<file path="src/rtl/cas_recorder.sv">
// cas_recorder: decodes the console's cassette-write FSK into bytes and stores them in the CAS RAM.
// Latency: write strobe 2 clk_i cycles after the synchronized tap edge that completes bit 8.
// Backpressure: none; the RAM port takes one write per cycle, writes are dropped once full_o is set.
//
// Ports: clk_i / reset_n_i (async active-low), ce_i timebase enable, tap_i asynchronous FSK level,
//        motor_n_i / rec_en_i / rewind_i tape controls, ram_addr_o / ram_data_o / ram_we_o write
//        port, byte_cnt_o / busy_o / full_o / err_cnt_o status.
// Option: define CAS_RECORDER_HEADER_EN to write a 16 x 0x55 + 0x7F block header on every new leader.
module cas_recorder #(
    parameter int ADDR_W     = 18,
    parameter int MIN_HALF   = 300,
    parameter int SPLIT_HALF = 1677,
    parameter int GAP_HALF   = 8000,
    parameter int LEADER_MIN = 64
) (
    input  logic              clk_i,
    input  logic              reset_n_i,
    input  logic              ce_i,
    input  logic              tap_i,
    input  logic              motor_n_i,
    input  logic              rec_en_i,
    input  logic              rewind_i,
    output logic [ADDR_W-1:0] ram_addr_o,
    output logic [7:0]        ram_data_o,
    output logic              ram_we_o,
    output logic [ADDR_W-1:0] byte_cnt_o,
    output logic              busy_o,
    output logic              full_o,
    output logic [7:0]        err_cnt_o
);

    localparam int CNT_W  = 14;
    localparam int LEAD_W = $clog2(LEADER_MIN + 1);

    localparam logic [CNT_W-1:0]  MIN_C   = CNT_W'(MIN_HALF);
    localparam logic [CNT_W-1:0]  SPLIT_C = CNT_W'(SPLIT_HALF);
    localparam logic [CNT_W-1:0]  GAP_C   = CNT_W'(GAP_HALF);
    localparam logic [LEAD_W-1:0] LEAD_C  = LEAD_W'(LEADER_MIN);
    localparam logic [ADDR_W-1:0] PTR_MAX = {ADDR_W{1'b1}};

    typedef enum logic [2:0] {
        ST_IDLE,
        ST_SYNC,
        ST_START,
        ST_DATA,
        ST_STORE,
        ST_WAIT
    } state_t;

    // tap synchronizer; s3 is the previous synchronized level for edge detection
    logic tap_s1_q, tap_s1_d;
    logic tap_s2_q, tap_s2_d;
    logic tap_s3_q, tap_s3_d;

    logic [CNT_W-1:0]  period_q, period_d;
    state_t            state_q, state_d;
    logic [LEAD_W-1:0] lead_q, lead_d;
    logic [1:0]        half_q, half_d;       // halves pending in the current bit
    logic              pend_long_q, pend_long_d;
    logic [2:0]        bit_cnt_q, bit_cnt_d;
    logic [7:0]        shift_q, shift_d;
    logic [ADDR_W-1:0] ptr_q, ptr_d;         // write pointer, doubles as the stored-byte count
    logic              full_q, full_d;
    logic [7:0]        err_q, err_d;
    logic              ram_we_q, ram_we_d;
    logic [ADDR_W-1:0] ram_addr_q, ram_addr_d;
    logic [7:0]        ram_data_q, ram_data_d;
`ifdef CAS_RECORDER_HEADER_EN
    logic [4:0]        hdr_cnt_q, hdr_cnt_d; // header bytes still to write, 0 = idle
`endif

    logic       edge_det, glitch_evt, short_evt, long_evt, gap_evt;
    logic       run, hdr_busy;
    logic       bit_done, bit_val, data_err, frame_err;
    logic       wr_req;
    logic [7:0] wr_byte;

    always_comb begin
        tap_s1_d = tap_i;
        tap_s2_d = tap_s1_q;
        tap_s3_d = tap_s2_q;

        // Classify the half that just ended using the count before it is cleared.
        edge_det   = tap_s2_q ^ tap_s3_q;
        glitch_evt = edge_det && (period_q < MIN_C);
        short_evt  = edge_det && (period_q >= MIN_C) && (period_q < SPLIT_C);
        long_evt   = edge_det && (period_q >= SPLIT_C);
        // Fires only on the step into saturation, so a held level reports one gap.
        gap_evt    = !edge_det && ce_i && (period_q == GAP_C - 14'd1);

        period_d = period_q;
        if (edge_det) begin
            period_d = '0;
        end else if (ce_i && (period_q < GAP_C)) begin
            period_d = period_q + 1'b1;
        end

        run = !motor_n_i && rec_en_i;
`ifdef CAS_RECORDER_HEADER_EN
        hdr_busy = (hdr_cnt_q != 5'd0);
`else
        hdr_busy = 1'b0;
`endif

        state_d     = state_q;
        lead_d      = lead_q;
        half_d      = half_q;
        pend_long_d = pend_long_q;
        bit_cnt_d   = bit_cnt_q;
        shift_d     = shift_q;
        ptr_d       = ptr_q;
        full_d      = full_q;
        err_d       = err_q;
        ram_we_d    = 1'b0;
        ram_addr_d  = ram_addr_q;
        ram_data_d  = ram_data_q;
`ifdef CAS_RECORDER_HEADER_EN
        hdr_cnt_d   = hdr_cnt_q;
`endif
        bit_done    = 1'b0;
        bit_val     = 1'b0;
        data_err    = 1'b0;
        frame_err   = 1'b0;
        wr_req      = 1'b0;
        wr_byte     = shift_q;

        unique case (state_q)
            ST_IDLE: begin
                if (run) begin
                    state_d = ST_SYNC;
                    lead_d  = '0;
                end
            end

            ST_SYNC: begin
                if (short_evt) begin
                    if (lead_q != LEAD_C) lead_d = lead_q + 1'b1;
                end else if (long_evt) begin
                    // A long after a full leader is the first half of the start bit.
                    if (lead_q == LEAD_C) begin
                        state_d = ST_START;
`ifdef CAS_RECORDER_HEADER_EN
                        hdr_cnt_d = 5'd17;
`endif
                    end
                    lead_d = '0;
                end else if (glitch_evt || gap_evt) begin
                    lead_d = '0;
                end
            end

            ST_START: begin
                if (long_evt) begin
                    state_d   = ST_DATA;
                    bit_cnt_d = '0;
                    half_d    = '0;
                end else if (short_evt || glitch_evt || gap_evt) begin
                    frame_err = 1'b1;
                    state_d   = ST_SYNC;
                    lead_d    = '0;
                end
            end

            ST_DATA: begin
                if (glitch_evt || gap_evt) begin
                    data_err = 1'b1;
                end else if (long_evt) begin
                    if (half_q == 2'd0) begin
                        half_d      = 2'd1;
                        pend_long_d = 1'b1;
                    end else if (pend_long_q) begin
                        bit_done = 1'b1;
                        bit_val  = 1'b0;
                    end else begin
                        data_err = 1'b1;
                    end
                end else if (short_evt) begin
                    if (half_q == 2'd0) begin
                        half_d      = 2'd1;
                        pend_long_d = 1'b0;
                    end else if (pend_long_q) begin
                        data_err = 1'b1;
                    end else if (half_q == 2'd3) begin
                        bit_done = 1'b1;
                        bit_val  = 1'b1;
                    end else begin
                        half_d = half_q + 1'b1;
                    end
                end

                if (bit_done) begin
                    shift_d   = {shift_q[6:0], bit_val};
                    half_d    = '0;
                    bit_cnt_d = bit_cnt_q + 1'b1;
                    if (bit_cnt_q == 3'd7) state_d = ST_STORE;
                end
                if (data_err) begin
                    frame_err = 1'b1;
                    state_d   = ST_SYNC;
                    lead_d    = '0;
                end
            end

            ST_STORE: begin
                // A still-streaming header keeps the write port; the byte waits its turn.
                if (!hdr_busy) begin
                    wr_req  = 1'b1;
                    wr_byte = shift_q;
                    state_d = ST_WAIT;
                end
            end

            ST_WAIT: begin
                if (long_evt) begin
                    state_d = ST_START;
                end else if (gap_evt) begin
                    state_d = ST_SYNC;
                    lead_d  = '0;
                end
            end

            default: begin
                state_d = ST_IDLE;
            end
        endcase

`ifdef CAS_RECORDER_HEADER_EN
        if (hdr_busy) begin
            wr_req    = 1'b1;
            wr_byte   = (hdr_cnt_q == 5'd1) ? 8'h7F : 8'h55;
            hdr_cnt_d = hdr_cnt_q - 1'b1;
        end
`endif

        // Pointer and count hold at the last address once full: an ADDR_W-bit
        // count cannot represent 2^ADDR_W, and wrapping would read as empty.
        if (wr_req && !full_q && run && !rewind_i) begin
            ram_we_d   = 1'b1;
            ram_addr_d = ptr_q;
            ram_data_d = wr_byte;
            if (ptr_q == PTR_MAX) begin
                full_d = 1'b1;
            end else begin
                ptr_d = ptr_q + 1'b1;
            end
        end

        if (frame_err && (err_q != 8'hFF)) err_d = err_q + 1'b1;

        if (rewind_i) begin
            ptr_d   = '0;
            full_d  = 1'b0;
            err_d   = '0;
            state_d = ST_SYNC;
            lead_d  = '0;
`ifdef CAS_RECORDER_HEADER_EN
            hdr_cnt_d = '0;
`endif
        end

        if (!run) begin
            state_d = ST_IDLE;
`ifdef CAS_RECORDER_HEADER_EN
            hdr_cnt_d = '0;
`endif
        end
    end

    always_ff @(posedge clk_i or negedge reset_n_i) begin
        if (!reset_n_i) begin
            tap_s1_q    <= 1'b0;
            tap_s2_q    <= 1'b0;
            tap_s3_q    <= 1'b0;
            period_q    <= '0;
            state_q     <= ST_IDLE;
            lead_q      <= '0;
            half_q      <= '0;
            pend_long_q <= 1'b0;
            bit_cnt_q   <= '0;
            shift_q     <= '0;
            ptr_q       <= '0;
            full_q      <= 1'b0;
            err_q       <= '0;
            ram_we_q    <= 1'b0;
            ram_addr_q  <= '0;
            ram_data_q  <= '0;
`ifdef CAS_RECORDER_HEADER_EN
            hdr_cnt_q   <= '0;
`endif
        end else begin
            tap_s1_q    <= tap_s1_d;
            tap_s2_q    <= tap_s2_d;
            tap_s3_q    <= tap_s3_d;
            period_q    <= period_d;
            state_q     <= state_d;
            lead_q      <= lead_d;
            half_q      <= half_d;
            pend_long_q <= pend_long_d;
            bit_cnt_q   <= bit_cnt_d;
            shift_q     <= shift_d;
            ptr_q       <= ptr_d;
            full_q      <= full_d;
            err_q       <= err_d;
            ram_we_q    <= ram_we_d;
            ram_addr_q  <= ram_addr_d;
            ram_data_q  <= ram_data_d;
`ifdef CAS_RECORDER_HEADER_EN
            hdr_cnt_q   <= hdr_cnt_d;
`endif
        end
    end

    assign ram_addr_o = ram_addr_q;
    assign ram_data_o = ram_data_q;
    assign ram_we_o   = ram_we_q;
    assign byte_cnt_o = ptr_q;
    assign busy_o     = (state_q == ST_DATA);
    assign full_o     = full_q;
    assign err_cnt_o  = err_q;

endmodule
</file>
<file path="config.mk">
export PLATFORM = sky130hd
export DESIGN_NAME = cas_recorder
export DESIGN_NICKNAME = d
export VERILOG_FILES = /design/src/rtl/cas_recorder.sv
export SDC_FILE = /design/constraint.sdc
export NUM_CORES = 1
export LEC_CHECK = 0
export ABC_AREA = 1
export BUFFER_PORTS_ARGS = -buffer_cell sky130_fd_sc_hd__buf_2
export CAP_MARGIN = 25
export CORE_ASPECT_RATIO = 0.9
export CORE_MARGIN = 3
export CORE_UTILIZATION = 37
export CTS_CLUSTER_DIAMETER = 30
export DETAILED_ROUTE_END_ITERATION = 10
export GPL_ROUTABILITY_DRIVEN = 0
export PLACE_DENSITY = 0.52
export SLEW_MARGIN = 40
export SYNTH_ARGS = -nofsm -noshare
export SYNTH_HDL_FRONTEND = slang
export SYNTH_SLANG_ARGS = --single-unit
</file>
<file path="constraint.sdc">
create_clock -name clk_i -period 2.25 [get_ports clk_i]
set_input_delay 0.225 -clock clk_i [delete_from_list [all_inputs] [get_ports clk_i]]
set_output_delay 0.225 -clock clk_i [all_outputs]
set_load 0.02 [all_outputs]
</file>
==> qor.yml <==
status: "finished, final reports clean"
worstSetupStartpointType: "flop"
totalPowerFinal_mw: 3.51
clkSinkCount: 95
fin_skew_ps: 7.42
r2r_end: "lead_q[0]"
hpwl_mm: 9.40
yosys.area.top_type: "dfrtp_1"
drt-wirelength-per-cell_um: 13.7
use_met1_pct: 25.4
grt_util_met2_pct: 22.8
period_needed_ps: 2090
instances_no_fill: 918
setup_tns_ps: 0
path_clk_slew_ps: 70
path_class: "reg -> reg"
ff_latch_area_mm2: 0.00238
synth_area_mm2: 0.00520
crit-reg2reg-launch: "period_q[0]"
seq_area_frac_synth_pct: 45.7
hold_path.class: "in -> reg"
ys_seq_elements: 95
setup_viol: 0
arrival_ps: 2320
design_area_mm2: 0.00623
worst_slew_pin_slew_ps: 569
h-tree-depth: 3
p_per_area_mw_per_mm2: 563
critPathCaptureType: "flop"
cp.required_ps: 2480
start_util_pct: 38.4
slowest_delay_ps: 400
dp.cells: 896
grt_use_total_pct: 16.7
final_max_slew_viol_count: 0
synth_ff_type: "dfrtp_1"
vias_per_cell: 4.94
crit_path_cell_trace: "inv_1 > ha_1 > o21ai_1 > nand3_1 > nand3_2 > nand2_4 > buf_12 > nand3_4 > nand2_4 > o21ai_2 > nor2_8 > nand2_1 > o21ai_1"
io_pins: 62
detail-route-antenna-nets: 0
num-fill-cells: 1345
antenna_cells: 0
relSlewSlack_pct: 62.1
place_area_mm2: 0.00587
antenna_found_initial: 0
cap_viol_max_count: 0
netlist_instances: 637
hold_start: "motor_n_i"
dr.first_iter.drc_count: 293
clock_latency_ps: 350
area_growth_pct: 19.7
synthArstFlopShare_pct: 100
grt_max_degree: 43
numPortBuffers: 61
met3_usage_pct: 5.20
cts.path.max_buffers: 2
synth_edf_count: 0
route.detailed.drc: 0
drt_pass1_iterations: 5
cts.root.buffer_cell: "clkbuf_16"
avgSynthCellArea_um2: 8.17
die_y_um: 118
core_mm2: 0.0136
die_x_um: 131
cp_slowest_cell: "dfrtp_1"
ys_warn_count: 0
core.rowCount: 40
reg2reg_slack_ps: 160
multi_input_area_mm2: 0.00244
grt_overflow: 0
gr-max-usage-layer: "met1"
finalWirelength_mm: 12.5
period_share_pct: 92.7
synth_area_leaders: "dfrtp_1 46%, nand2_1 7.6%, nand3_1 5.9%, nor2_1 5.1%, inv_1 5.1%"
synth.distinct_cells: 41
finalHoldViolCount: 0
cts_tree: "yes"
hold_depth: 5
worstPathMaxFanout: 10
grt_setup_unrepaired: "no"
grt_pass1_vias: 4186
drive_gt1_share_pct: 21.8
grt_pass1_wl_mm: 20.7
cts_buffers: 9
syn_nets: 655
min_to: "state_q[0]"
nNetsFinal: 742
r2r_cells: 13
vias: 4538
synth_top_area_share_pct: 45.7
fmax_ghz: 0.480
p_leak_nw: 3.05
peakVddDrop_uv: 374
die-area_mm2: 0.0155
## cell usage after synthesis (all sizes together) (3+ instances only)
master  instances
a21oi          35
buf            12
clkbuf          3
dfrtp          95
ha             11
inv            80
mux2            7
nand2         117
nand3          68
nand4          19
nor2           82
nor3           21
nor4            5
o21ai          46
o31ai           7
xnor2           4
xor2           12
## state kept, by name (all words and copies together), names as in the netlist, 2 cells and up
name,flops
shift_q,8
err_cnt_o,8
period_q,14
byte_cnt_o,18
half_q,2
bit_cnt_q,3
ram_addr_o,18
ram_data_o,8
lead_q,7
state_q,3
## worst max-delay path by stage
stage                        from  slack (ps)  depth (start not counted)             end
floorplan           byte_cnt_o[0]         290                         13  byte_cnt_o[10]
global placement    byte_cnt_o[1]         170                         12   byte_cnt_o[9]
detailed placement    period_q[0]         120                         14       lead_q[0]
CTS                   period_q[0]          80                         14       lead_q[0]
global route          period_q[0]          20                         13       lead_q[0]
finish                period_q[0]         160                         13       lead_q[0]
## cell usage in the layout (no fill, tap or decap), drive strengths merged, types with 2 or more instances in the layout
| cell | n |
|---|---|
| a211oi | 2 |
| a21oi | 35 |
| a31oi | 2 |
| buf | 89 |
| clkbuf | 12 |
| clkinv | 2 |
| dfrtp | 95 |
| dlygate4sd3 | 2 |
| ha | 11 |
| inv | 82 |
| mux2 | 7 |
| nand2 | 117 |
| nand3 | 68 |
| nand4 | 19 |
| nor2 | 82 |
| nor3 | 21 |
| nor4 | 5 |
| o21ai | 46 |
| o31ai | 7 |
| o32ai | 2 |
| or2 | 2 |
| xnor2 | 4 |
| xor2 | 12 |
## timing repair
action / CTS / global route
setup buffers: 0 / 4
hold buffers: 2 / 0
hold endpoints to repair: 41 / 0
endpoints found under the setup margin: 0 / 22
gates resized for setup: 0 / 1
## routing by layer
metal	up-vias	wire, um
met5	-	0
met4	0	151
met3	15	824
met2	134	5120
met1	2088	6450
li1	2301	-
## critical path, delay by kind of cell, from the launching register on
family,cells,cell delay [ps]
DFF,1,400
adders and majority gates,1,200
buffers and inverters,2,240
AOI/OAI and AO/OA,3,450
and+or+nand+nor,7,680
## cells by family after synthesis
family	Yosys count	share of synthesized area, %
AO/OA/AOI/OAI	96	10.2
adder cells (fa/ha/maj)	11	2.65
AND/OR/NAND/NOR	317	29.6
XOR/XNOR	16	2.84
multiplexers	7	1.52
flip-flops	95	45.7
buffers and inverters	95	7.43
## cell type report
class,instances,share of cell area (%)
repair buffers,91,9.24
inverters,80,4.82
clock buffers,12,4.12
clock inverters,4,0.603
flip-flops and latches,95,38.2
multi-input cells,447,39.2
well taps,189,3.80
## power by group
| part | total (mW) | switching (mW) | internal, mW |
|---|---|---|---|
| logic | 0.248 | 0.169 | 0.0781 |
| clock network | 1.50 | 0.678 | 0.826 |
| registers | 1.76 | 0.0216 | 1.73 |
## stage by stage
stage          worst slack (ps)  utilization, %  hold WS, ps
6_report                    165            45.9          321
4_1_cts                    84.9            45.6          312
3_5_place_dp                117            43.2          265
2_1_floorplan               289               -        -70.6
5_1_grt                    15.9            45.9          328
3_3_place_gp                172            43.2          263
No activity file was read; power rests on OpenSTA's default activity.
